File: config.mk
export PLATFORM = sky130hd
export DESIGN_NAME = uart_tx_param
export DESIGN_NICKNAME = d
export VERILOG_FILES = /design/src/rtl/uart_tx_param.sv
export SDC_FILE = /design/constraint.sdc
export NUM_CORES = 1
export LEC_CHECK = 0
export BUFFER_PORTS_ARGS = -buffer_cell sky130_fd_sc_hd__buf_2
export CORE_MARGIN = 5
export CORE_UTILIZATION = 35
export CTS_BUF_LIST = sky130_fd_sc_hd__clkbuf_8
export CTS_CLUSTER_DIAMETER = 30
export CTS_CLUSTER_SIZE = 30
export DETAILED_ROUTE_END_ITERATION = 12
export PLACE_DENSITY_LB_ADDON = 0.3
export RECOVER_POWER = 100
export SKIP_CTS_REPAIR_TIMING = 1
export SYNTH_ARGS = -nofsm -noshare
export SYNTH_HDL_FRONTEND = slang
export SYNTH_SLANG_ARGS = --single-unit
File: constraint.sdc
create_clock -name clk -period 2.1 [get_ports clk]
set_input_delay 0.315 -clock clk [delete_from_list [all_inputs] [get_ports clk]]
set_output_delay 0.315 -clock clk [all_outputs]
set_load 0.05 [all_outputs]
File: src/rtl/uart_tx_param.sv
// uart_tx_param: parametrised UART transmitter with an input FIFO, optional parity and 1/2 stop bits.
// Define UART_TX_BREAK_EN to add the break_req input and the BREAK line state.
module uart_tx_param #(
    parameter int DATA_BITS  = 8,
    parameter int OVERSAMPLE = 16,
    parameter int FIFO_DEPTH = 4
) (
    input  logic                        clk,
    input  logic                        reset,
    input  logic                        baud_tick,
    input  logic                        in_valid,
    output logic                        in_ready,
    input  logic [DATA_BITS-1:0]        in_data,
    input  logic                        parity_en,
    input  logic                        parity_odd,
    input  logic                        stop2,
`ifdef UART_TX_BREAK_EN
    input  logic                        break_req,
`endif
    output logic                        tx,
    output logic                        busy,
    output logic [$clog2(FIFO_DEPTH):0] fifo_count
);

    localparam int AW = $clog2(FIFO_DEPTH);
    localparam int CW = AW + 1;
    localparam int TW = (OVERSAMPLE > 1) ? $clog2(OVERSAMPLE) : 1;
    localparam int IW = $clog2(DATA_BITS);

`ifdef UART_TX_BREAK_EN
    typedef enum logic [2:0] {IDLE, START, DATA, PARITY, STOP, BREAK} state_t;
`else
    typedef enum logic [2:0] {IDLE, START, DATA, PARITY, STOP} state_t;
`endif

    state_t               state;
    logic [TW-1:0]        tick_cnt;
    logic [IW-1:0]        bit_idx;
    logic [DATA_BITS-1:0] shift;
    logic                 par_on, par_bit, stop_long, stop_second;

    logic [DATA_BITS-1:0] mem [FIFO_DEPTH];
    logic [AW-1:0]        wr_ptr, rd_ptr;
    logic [CW-1:0]        count_next;
    logic [DATA_BITS-1:0] head;
    logic                 push, pop, brk, bit_end, last_stop;

`ifdef UART_TX_BREAK_EN
    assign brk = break_req;
`else
    assign brk = 1'b0;
`endif

    assign head       = mem[rd_ptr];
    assign push       = in_valid && in_ready;
    assign bit_end    = (tick_cnt == TW'(OVERSAMPLE - 1));
    assign last_stop  = (state == STOP) && bit_end && (!stop_long || stop_second);
    // Pop on the first idle tick, or on the final stop tick so the next start bit follows with no gap.
    assign pop        = baud_tick && (fifo_count != '0) &&
                        (((state == IDLE) && !brk) || last_stop);
    assign count_next = fifo_count + CW'(push) - CW'(pop);
    assign busy       = (state != IDLE) || (fifo_count != '0);

    always_ff @(posedge clk) begin
        if (reset) begin
            wr_ptr     <= '0;
            rd_ptr     <= '0;
            fifo_count <= '0;
            in_ready   <= 1'b1;
        end else begin
            if (push) begin
                mem[wr_ptr] <= in_data;
                wr_ptr      <= wr_ptr + 1'b1;
            end
            if (pop) rd_ptr <= rd_ptr + 1'b1;
            fifo_count <= count_next;
            in_ready   <= (count_next != CW'(FIFO_DEPTH));
        end
    end

    always_ff @(posedge clk) begin
        if (reset) begin
            state       <= IDLE;
            tx          <= 1'b1;
            tick_cnt    <= '0;
            bit_idx     <= '0;
            shift       <= '0;
            par_on      <= 1'b0;
            par_bit     <= 1'b0;
            stop_long   <= 1'b0;
            stop_second <= 1'b0;
        end else if (pop) begin
            // Frame configuration is captured here and held for the whole frame.
            state     <= START;
            tx        <= 1'b0;
            tick_cnt  <= '0;
            shift     <= head;
            par_on    <= parity_en;
            par_bit   <= (^head) ^ parity_odd;
            stop_long <= stop2;
        end else if (baud_tick) begin
            case (state)
`ifdef UART_TX_BREAK_EN
                IDLE: begin
                    if (brk) begin
                        state <= BREAK;
                        tx    <= 1'b0;
                    end
                end
                BREAK: begin
                    if (!brk) begin
                        state       <= STOP;
                        tx          <= 1'b1;
                        tick_cnt    <= '0;
                        stop_long   <= 1'b0;
                        stop_second <= 1'b0;
                    end
                end
`endif
                START, DATA, PARITY, STOP: begin
                    if (!bit_end) begin
                        tick_cnt <= tick_cnt + 1'b1;
                    end else begin
                        tick_cnt <= '0;
                        case (state)
                            START: begin
                                state   <= DATA;
                                tx      <= shift[0];
                                bit_idx <= '0;
                            end
                            DATA: begin
                                if (bit_idx == IW'(DATA_BITS - 1)) begin
                                    bit_idx <= '0;
                                    if (par_on) begin
                                        state <= PARITY;
                                        tx    <= par_bit;
                                    end else begin
                                        state       <= STOP;
                                        tx          <= 1'b1;
                                        stop_second <= 1'b0;
                                    end
                                end else begin
                                    bit_idx <= bit_idx + 1'b1;
                                    tx      <= shift[1];
                                    shift   <= shift >> 1;
                                end
                            end
                            PARITY: begin
                                state       <= STOP;
                                tx          <= 1'b1;
                                stop_second <= 1'b0;
                            end
                            STOP: begin
                                if (stop_long && !stop_second) stop_second <= 1'b1;
                                else                           state       <= IDLE;
                            end
                            default: state <= IDLE;
                        endcase
                    end
                end
                default: ;
            endcase
        end
    end

endmodule

# Word-level counts from Yosys, hierarchy flattened
# Memory sizes are Yosys's and may differ from the RTL's. A register that Yosys moved wholly into a read port is not among the register bits.
# Cells that the tools add are included.
# word_totals
register_bits	31
ramBits	32
latchBits	0
romBits	0
memories	1
input_bits	15
# classes
order_cmp	0
n_shift	0
div_mod_pow	0
n_mul	0
add_sub_neg	6
bitwise_logic	2
muxes	33
eq_ne	14
n_reduce_logical	31
# mem_list
memory	depth	word_bits	read_ports	rd_ports_with_merged_regs	write_ports	line_no	text
mem	4	8	1	1	1	42	logic [DATA_BITS-1:0] mem [FIFO_DEPTH];
# op_table
cell	n
$mux 8	6
$reduce_and 5->1	4
$mux 1	16
$mux 3	4
$pmux 3 s4	1
$reduce_bool 2->1	5
$ne 3x3->1 const B	3
$reduce_bool 3->1	3
$ne 2x2->1 const B	4
$reduce_and 8->1	1
$reduce_xor 8->1	1
$eq 3x2->1 const B	2
$eq 3x3->1 const B	2
$logic_and 1x1->1	6
$pmux 1 s3	2
$pmux 3 s2	1
$add 2x1->2 const B	2
$add 4x1->4 const B	1
$eq 4x4->1 const B	1
$mux 2	2
$mux 4	1
$reduce_and 4->1	1
$reduce_bool 4->1	1
$reduce_or 4->1	1
12 further kinds	15

# Depth between registers and ports, before layout
# Gate-level depths: netlist (run 1).
# depth
ltp_word	8
mapped_depth	13
mapped_depth_nobuf	12

# Worst setup path before layout (run 1)
# OpenSTA, ideal clock, no wires.
# synth_timing
path_type	reg-to-reg
start	reg fifo_count[1]
end	reg in_ready
setup_ps	117
path_buffers	1
arrival_time_ps	2467
stages_incl_launch_ff	13
t_required_ps	1983
slack_ps	-484
path_cell_list	dfxtp_1 or3_1 and3_1 nand2_1 clkbuf_1 nand3_1 nand2_1 ha_1 fa_1 xnor2_1 xnor2_1 nor2_1 nand2_1
# synth_between
elab_chain_len	5
word_cells_on_any_way	6
# synth_rtl
item	line_no	text
start, declared	22	output logic [$clog2(FIFO_DEPTH):0] fifo_count
start signal, assigned	76	fifo_count <= count_next;
branches (longest 3 deep; another with $add 3x1->3)	-	
$sub 3x1->3 *	61	assign count_next = fifo_count + CW'(push) - CW'(pop);
$ne 3x3->1 *	77	in_ready <= (count_next != CW'(FIFO_DEPTH));
end signal, assigned	77	
end, declared	12	output logic in_ready,
# Mark *: on every way between the ends.
# A chain may end at the register's enable or synchronous reset.

# Worst setup path after layout (run 1)
# Same ends and word-level chain as after synthesis.

==> results of run 1 <==
==> worst max-delay path, cell delays in order (launching register included) <==
cell and delay, ns:
dfxtp_4 0.34, or3_4 0.39, nand3_2 0.09, nor2_2 0.05, nand2_2 0.08, nand2_2 0.07, ha_4 0.16, fa_2 0.37
xnor2_2 0.15, xnor2_1 0.12, nor2_1 0.12, nand2_1 0.06
==> how the worst max path moves through the flow <==
| stage | startpoint | end | slack [ns] |
|---|---|---|---|
| 2_1_floorplan | fifo_count[2]$_SDFF_PP0_ | fifo_count[1]$_SDFF_PP0_ | -0.08 |
| 3_3_place_gp | tick_cnt[1]$_SDFFE_PP0P_ | in_ready$_SDFF_PP1_ | 0.002 |
| 3_5_place_dp | tick_cnt[1]$_SDFFE_PP0P_ | in_ready$_SDFF_PP1_ | -0.06 |
| 4_1_cts | tick_cnt[1]$_SDFFE_PP0P_ | in_ready$_SDFF_PP1_ | -0.09 |
| 5_1_grt | tick_cnt[0]$_SDFFE_PP0P_ | in_ready$_SDFF_PP1_ | -0.15 |
| 6_report | fifo_count[1]$_SDFF_PP0_ | in_ready$_SDFF_PP1_ | -0.009 |
==> state kept, by name, summed over array words and instances (netlist names), named ones only <==
| register | cells |
|---|---|
| bit_idx | 3 |
| par_on | 1 |
| fifo_count | 3 |
| rd_ptr | 2 |
| shift | 8 |
| stop_long | 1 |
| tick_cnt | 4 |
| in_ready | 1 |
| stop_second | 1 |
| mem | 32 |
| wr_ptr | 2 |
| par_bit | 1 |
| state | 3 |
| tx | 1 |
==> final cells by class <==
type,count,area share
multi-input combinational,154,0.356
timing repair buffer,47,0.0852
tap,105,0.0365
clock inverter,7,0.0282
clock buffer,9,0.0344
sequential,65,0.455
inverter,5,0.00522
==> placed cells by master (no fill, tap or decap), types with 2 or more instances in the layout <==
cell type,count
buf_4,26
and2_1,5
or3_4,2
nor3_1,3
nand3b_1,3
xnor3_1,2
clkbuf_1,12
buf_2,7
xnor2_1,5
mux4_2,3
inv_6,2
edfxtp_1,32
mux2i_1,9
a211oi_1,8
dfxtp_1,28
a221oi_1,2
nand2_1,14
o21ai_0,4
bufinv_16,2
nand3_2,2
xnor2_2,2
nand3_1,8
ha_4,2
inv_1,5
a21oi_1,12
nor2_1,22
dfxtp_4,3
mux4_1,5
clkinvlp_4,2
nand2_2,3
or3_1,3
nand4_1,2
dfxtp_2,2
clkbuf_8,9
ha_1,6
nor2b_1,2
xor2_1,3
==> layer usage <==
metal,GRT usage,vias up,wire [µm]
met5,0,-,0
met4,0.0591,0,114
met3,0.0298,11,170
met2,0.181,31,2680
met1,0.146,888,2510
li1,-,963,-
==> power by group <==
group / switching [mW] / total [mW] / leakage [nW] / internal [mW]
combinational: 0.834 / 1.59 / 0.605 / 0.753
clock: 0.509 / 1.19 / 0.106 / 0.678
sequential: 0.116 / 1.66 / 0.563 / 1.54
total: 1.46 / 4.43 / 1.27 / 2.97
==> through the flow <==
stage	worst slack (ns)	hold WS [ns]	TNS (ns)	utilization
3_5_place_dp	-0.0648	0.453	-0.0648	0.407
3_3_place_gp	0.00245	0.446	0	0.407
4_1_cts	-0.0852	0.171	-0.109	0.435
6_report	-0.00933	0.219	-0.00933	0.444
5_1_grt	-0.147	0.220	-0.208	0.444
2_1_floorplan	-0.0760	0.414	-0.174	-
==> cells by family (layout without fill, tap and decap cells) <==
group           after synthesis  in the layout  synth area share
buf+inv                      16             68            0.0283
flops                        65             65             0.563
xor+xnor                     12             12            0.0487
mux                          17             17             0.102
fa+ha+maj                     9              9            0.0417
simple gates                 82             82             0.140
compound gates               34             34            0.0757
==> metrics.txt, run 1 <==
Routed WL=5470 µm; WP data arrival=2.34 ns; largest net degree at the start of global routing=26; # Max-Cap Violations=0; Chip Height=101 µm; worst setup margin=-0.00933 ns; top-area cell type share of the netlist area=0.334; CTS root buffer=clkbuf_8; worst hold endpoint=stop_long$_SDFFE_PP0P_; Leak=1.27 nW; buffers added on ports=20; syn nets=259; initial antenna violation count=0; Post-synth EDFFs=32; Synth area leader=edfxtp_1; WL/cell=14.0 µm; Clock Latency Late Sink=0.34 ns; clk sinks=65; top-count cell post-synth=dfxtp_1; routability cong.=0.853; Die Span X=101 µm; Worst-path clk slew=0.08 ns; Worst Skew=0.00850 ns; worst reg2reg startpoint=fifo_count[1]$_SDFF_PP0_; Layout Nets=306; RR Endpoint=in_ready$_SDFF_PP1_; top cells by count, synth=33 x dfxtp_1, 32 x edfxtp_1, 24 x nor2_1; post-route clock period utilization=1.00; setup violators final=1; Multi-input gate area=1280 µm²; Core ar.=8090 µm²; startpoint types=register; Die Area=10100 µm²; grt total ovfl=0; share of post-route cells with drive strength above 1=0.279; Post-DRT Antenna Nets=0; Primary FF master, synth=dfxtp_1; # diodes=0; Worst-Margin Slew=0.602 ns; vias in the first global route=1850; placed cell count=372; drt pass-1 iters=4; initial core utilization=0.356; Core Rows=33; register area share after synthesis=0.563; Final Power=4.43 mW; I/O pin cnt=21; DR iter-0 viols=50; DRC=0; R2R setup slack=-0.009 ns; synth warn=0; Max FO, Critical Path=3; min-delay src=stop2; Post-Syn Area=2880 µm²; Synth async-reset ratio=0; Worst VDD drop=495 µV; routed vias=1893; via/cell ratio=4.83; minimum clock period=2.11 ns; worst rel slew slack=0.600; placed inst area=3290 µm²; global-route usage over all layers=0.115; Critical Path RT=2.33 ns; CTS max path bufs=2; HPWL after detailed placement=3880 µm; post-route cell area=3600 µm²; final slew viol count=0; HP Class=primary input to register; TritonCTS clock tree=yes; first-pass GRT wire length=8950 µm; failing checks=negative setup slack; Cell variety after synth=44; Yosys reg bits=65; Mapped Cells=235; CP Capture Type=register; Post-Layout Cell Count=392; number of CTS-inserted buffers=9; outcome=finished with violations; worst-case reg-to-reg path depth=11; critical path type=register to register; H-tree Lvls=3; total count of hold-check failures in the final report=0; sequential cell area=1640 µm²; main area contributors after synthesis=edfxtp_1 33%, dfxtp_1 23%, mux4_1 5.5%, ha_1 3.5%, mux2i_1 3.1%; FILL cells=779; Fmax achieved=474 MHz; hold path depth=3; average cell area after synthesis=12.2 µm²; synth-to-layout area growth=25.0%; PD cells=1230 nW/µm²; RSZ-0062 raised after global routing=true
Power figures use the tool's default switching activity.
==> run 2: changes to the inputs <==
CELL_PAD_IN_SITES_DETAIL_PLACEMENT = 1   (was not set)
CELL_PAD_IN_SITES_GLOBAL_PLACEMENT = 1   (was not set)
CORE_UTILIZATION = 46   (was 35)
==> metrics.txt, run 2 (synthesis results as in run 1) <==
# Max-Cap Violations=0; Core ar.=5990 µm²; number of CTS-inserted buffers=9; outcome=finished with violations; initial core utilization=0.480; total count of hold-check failures in the final report=0; clk sinks=65; Routed WL=6430 µm; startpoint types=register; CTS root buffer=clkbuf_8; I/O pin cnt=21; buffers added on ports=20; routability cong.=0.841; largest net degree at the start of global routing=20; failing checks=negative setup slack; Fmax achieved=450 MHz; Final Power=4.40 mW; Post-Layout Cell Count=357; post-route cell area=3500 µm²; critical path's slowest cell=or3_4; Die Span X=89.1 µm; HP Class=primary input to register; Critical Path RT=2.33 ns; Worst-path clk slew=0.08 ns; placed cell count=340; Worst VDD drop=1030 µV; WP data arrival=2.45 ns; routed vias=1959; Post-DRT Antenna Nets=0; FILL cells=620; worst rel slew slack=0.603; Core Rows=28; minimum clock period=2.22 ns; share of post-route cells with drive strength above 1=0.273; critical path type=register to register; RSZ-0062 raised after global routing=true; Layout Nets=301; final slew viol count=0; CP max stage delay=0.39 ns; PD cells=1260 nW/µm²; TritonCTS clock tree=yes; DR iter-0 viols=74; Max FO, Critical Path=3; critical-path cell list=or3_4, nand3_2, nor2_2, nand2_2, nand2_2, ha_4, fa_2, xnor2_2, xnor2_2, nor2_2, nand2_1; WL/cell=18.0 µm; Biggest register=mem; worst setup margin=-0.122 ns; Die Area=7940 µm²; synth-to-layout area growth=21.5%; Largest register FFs=32; # diodes=0; Worst Skew=0.00820 ns; via/cell ratio=5.49; placed inst area=3230 µm²; H-tree Lvls=3; vias in the first global route=2154; most frequent cells in the layout=32 x edfxtp_1, 27 x dfxtp_1, 22 x buf_4; first-pass GRT wire length=10700 µm; HPWL after detailed placement=4650 µm; Leak=1.25 nW; CTS max path bufs=2; global-route usage over all layers=0.185; initial antenna violation count=0; Clock Latency Late Sink=0.34 ns; post-route clock period utilization=1.06; setup violators final=2; grt total ovfl=0; most common cell after layout, fill and taps aside=edfxtp_1; Chip Height=89.1 µm; CP Capture Type=register; Worst-Margin Slew=0.599 ns; drt pass-1 iters=4; DRC=0; Top Registers=mem x32, shift x8, tick_cnt x4
==> run 2: area by class of cell <==
type                       instances  area (µm²)  area share
sequential                        65        1640       0.469
multi-input combinational        154        1290       0.368
timing repair buffer              42         256      0.0734
clock buffer                       9         124      0.0354
tap                               75        93.8      0.0268
clock inverter                     7        77.6      0.0222
inverter                           5        18.8     0.00537
==> run 2: where the power goes <==
part           internal [mW]  switching, mW
Clock                  0.560          0.527
Combinational          0.739          0.885
Sequential              1.55          0.138
==> run 2: worst paths after layout <==
check	from	to	slack (ns)	depth (start not counted)
min reg2reg	bit_idx[1]$_SDFFE_PP0P_	bit_idx[1]$_SDFFE_PP0P_	0.46	2
max	fifo_count[2]$_SDFF_PP0_	in_ready$_SDFF_PP1_	-0.12	11
max reg2reg	fifo_count[2]$_SDFF_PP0_	in_ready$_SDFF_PP1_	-0.12	11
min	stop2	stop_long$_SDFFE_PP0P_	0.22	3
==> run 2: critical path, delay by kind of cell (launching register included) <==
family | cells | cell delay, ns
xor gates and xnor gates | 2 | 0.31
and+or+nand+nor | 7 | 0.92
DFF | 1 | 0.34
adders and majority gates | 2 | 0.53
==> run 2: metal layers <==
metal | vias up | GRT usage | wire length (µm)
li1 | 946 | - | -
met3 | 7 | 0.0599 | 176
met2 | 30 | 0.313 | 3320
met1 | 976 | 0.222 | 2860
met5 | - | 0 | 0
met4 | 0 | 0.0650 | 77
==> run 2: through the flow <==
step / hold WS, ns / setup slack, ns / TNS [ns] / util
4_1_cts: 0.166 / -0.278 / -0.603 / 0.572
3_3_place_gp: 0.447 / 0.0156 / 0 / 0.539
5_1_grt: 0.220 / -0.210 / -0.358 / 0.584
2_1_floorplan: 0.414 / -0.0760 / -0.174 / -
3_5_place_dp: 0.459 / -0.143 / -0.254 / 0.539
6_report: 0.220 / -0.122 / -0.142 / 0.584
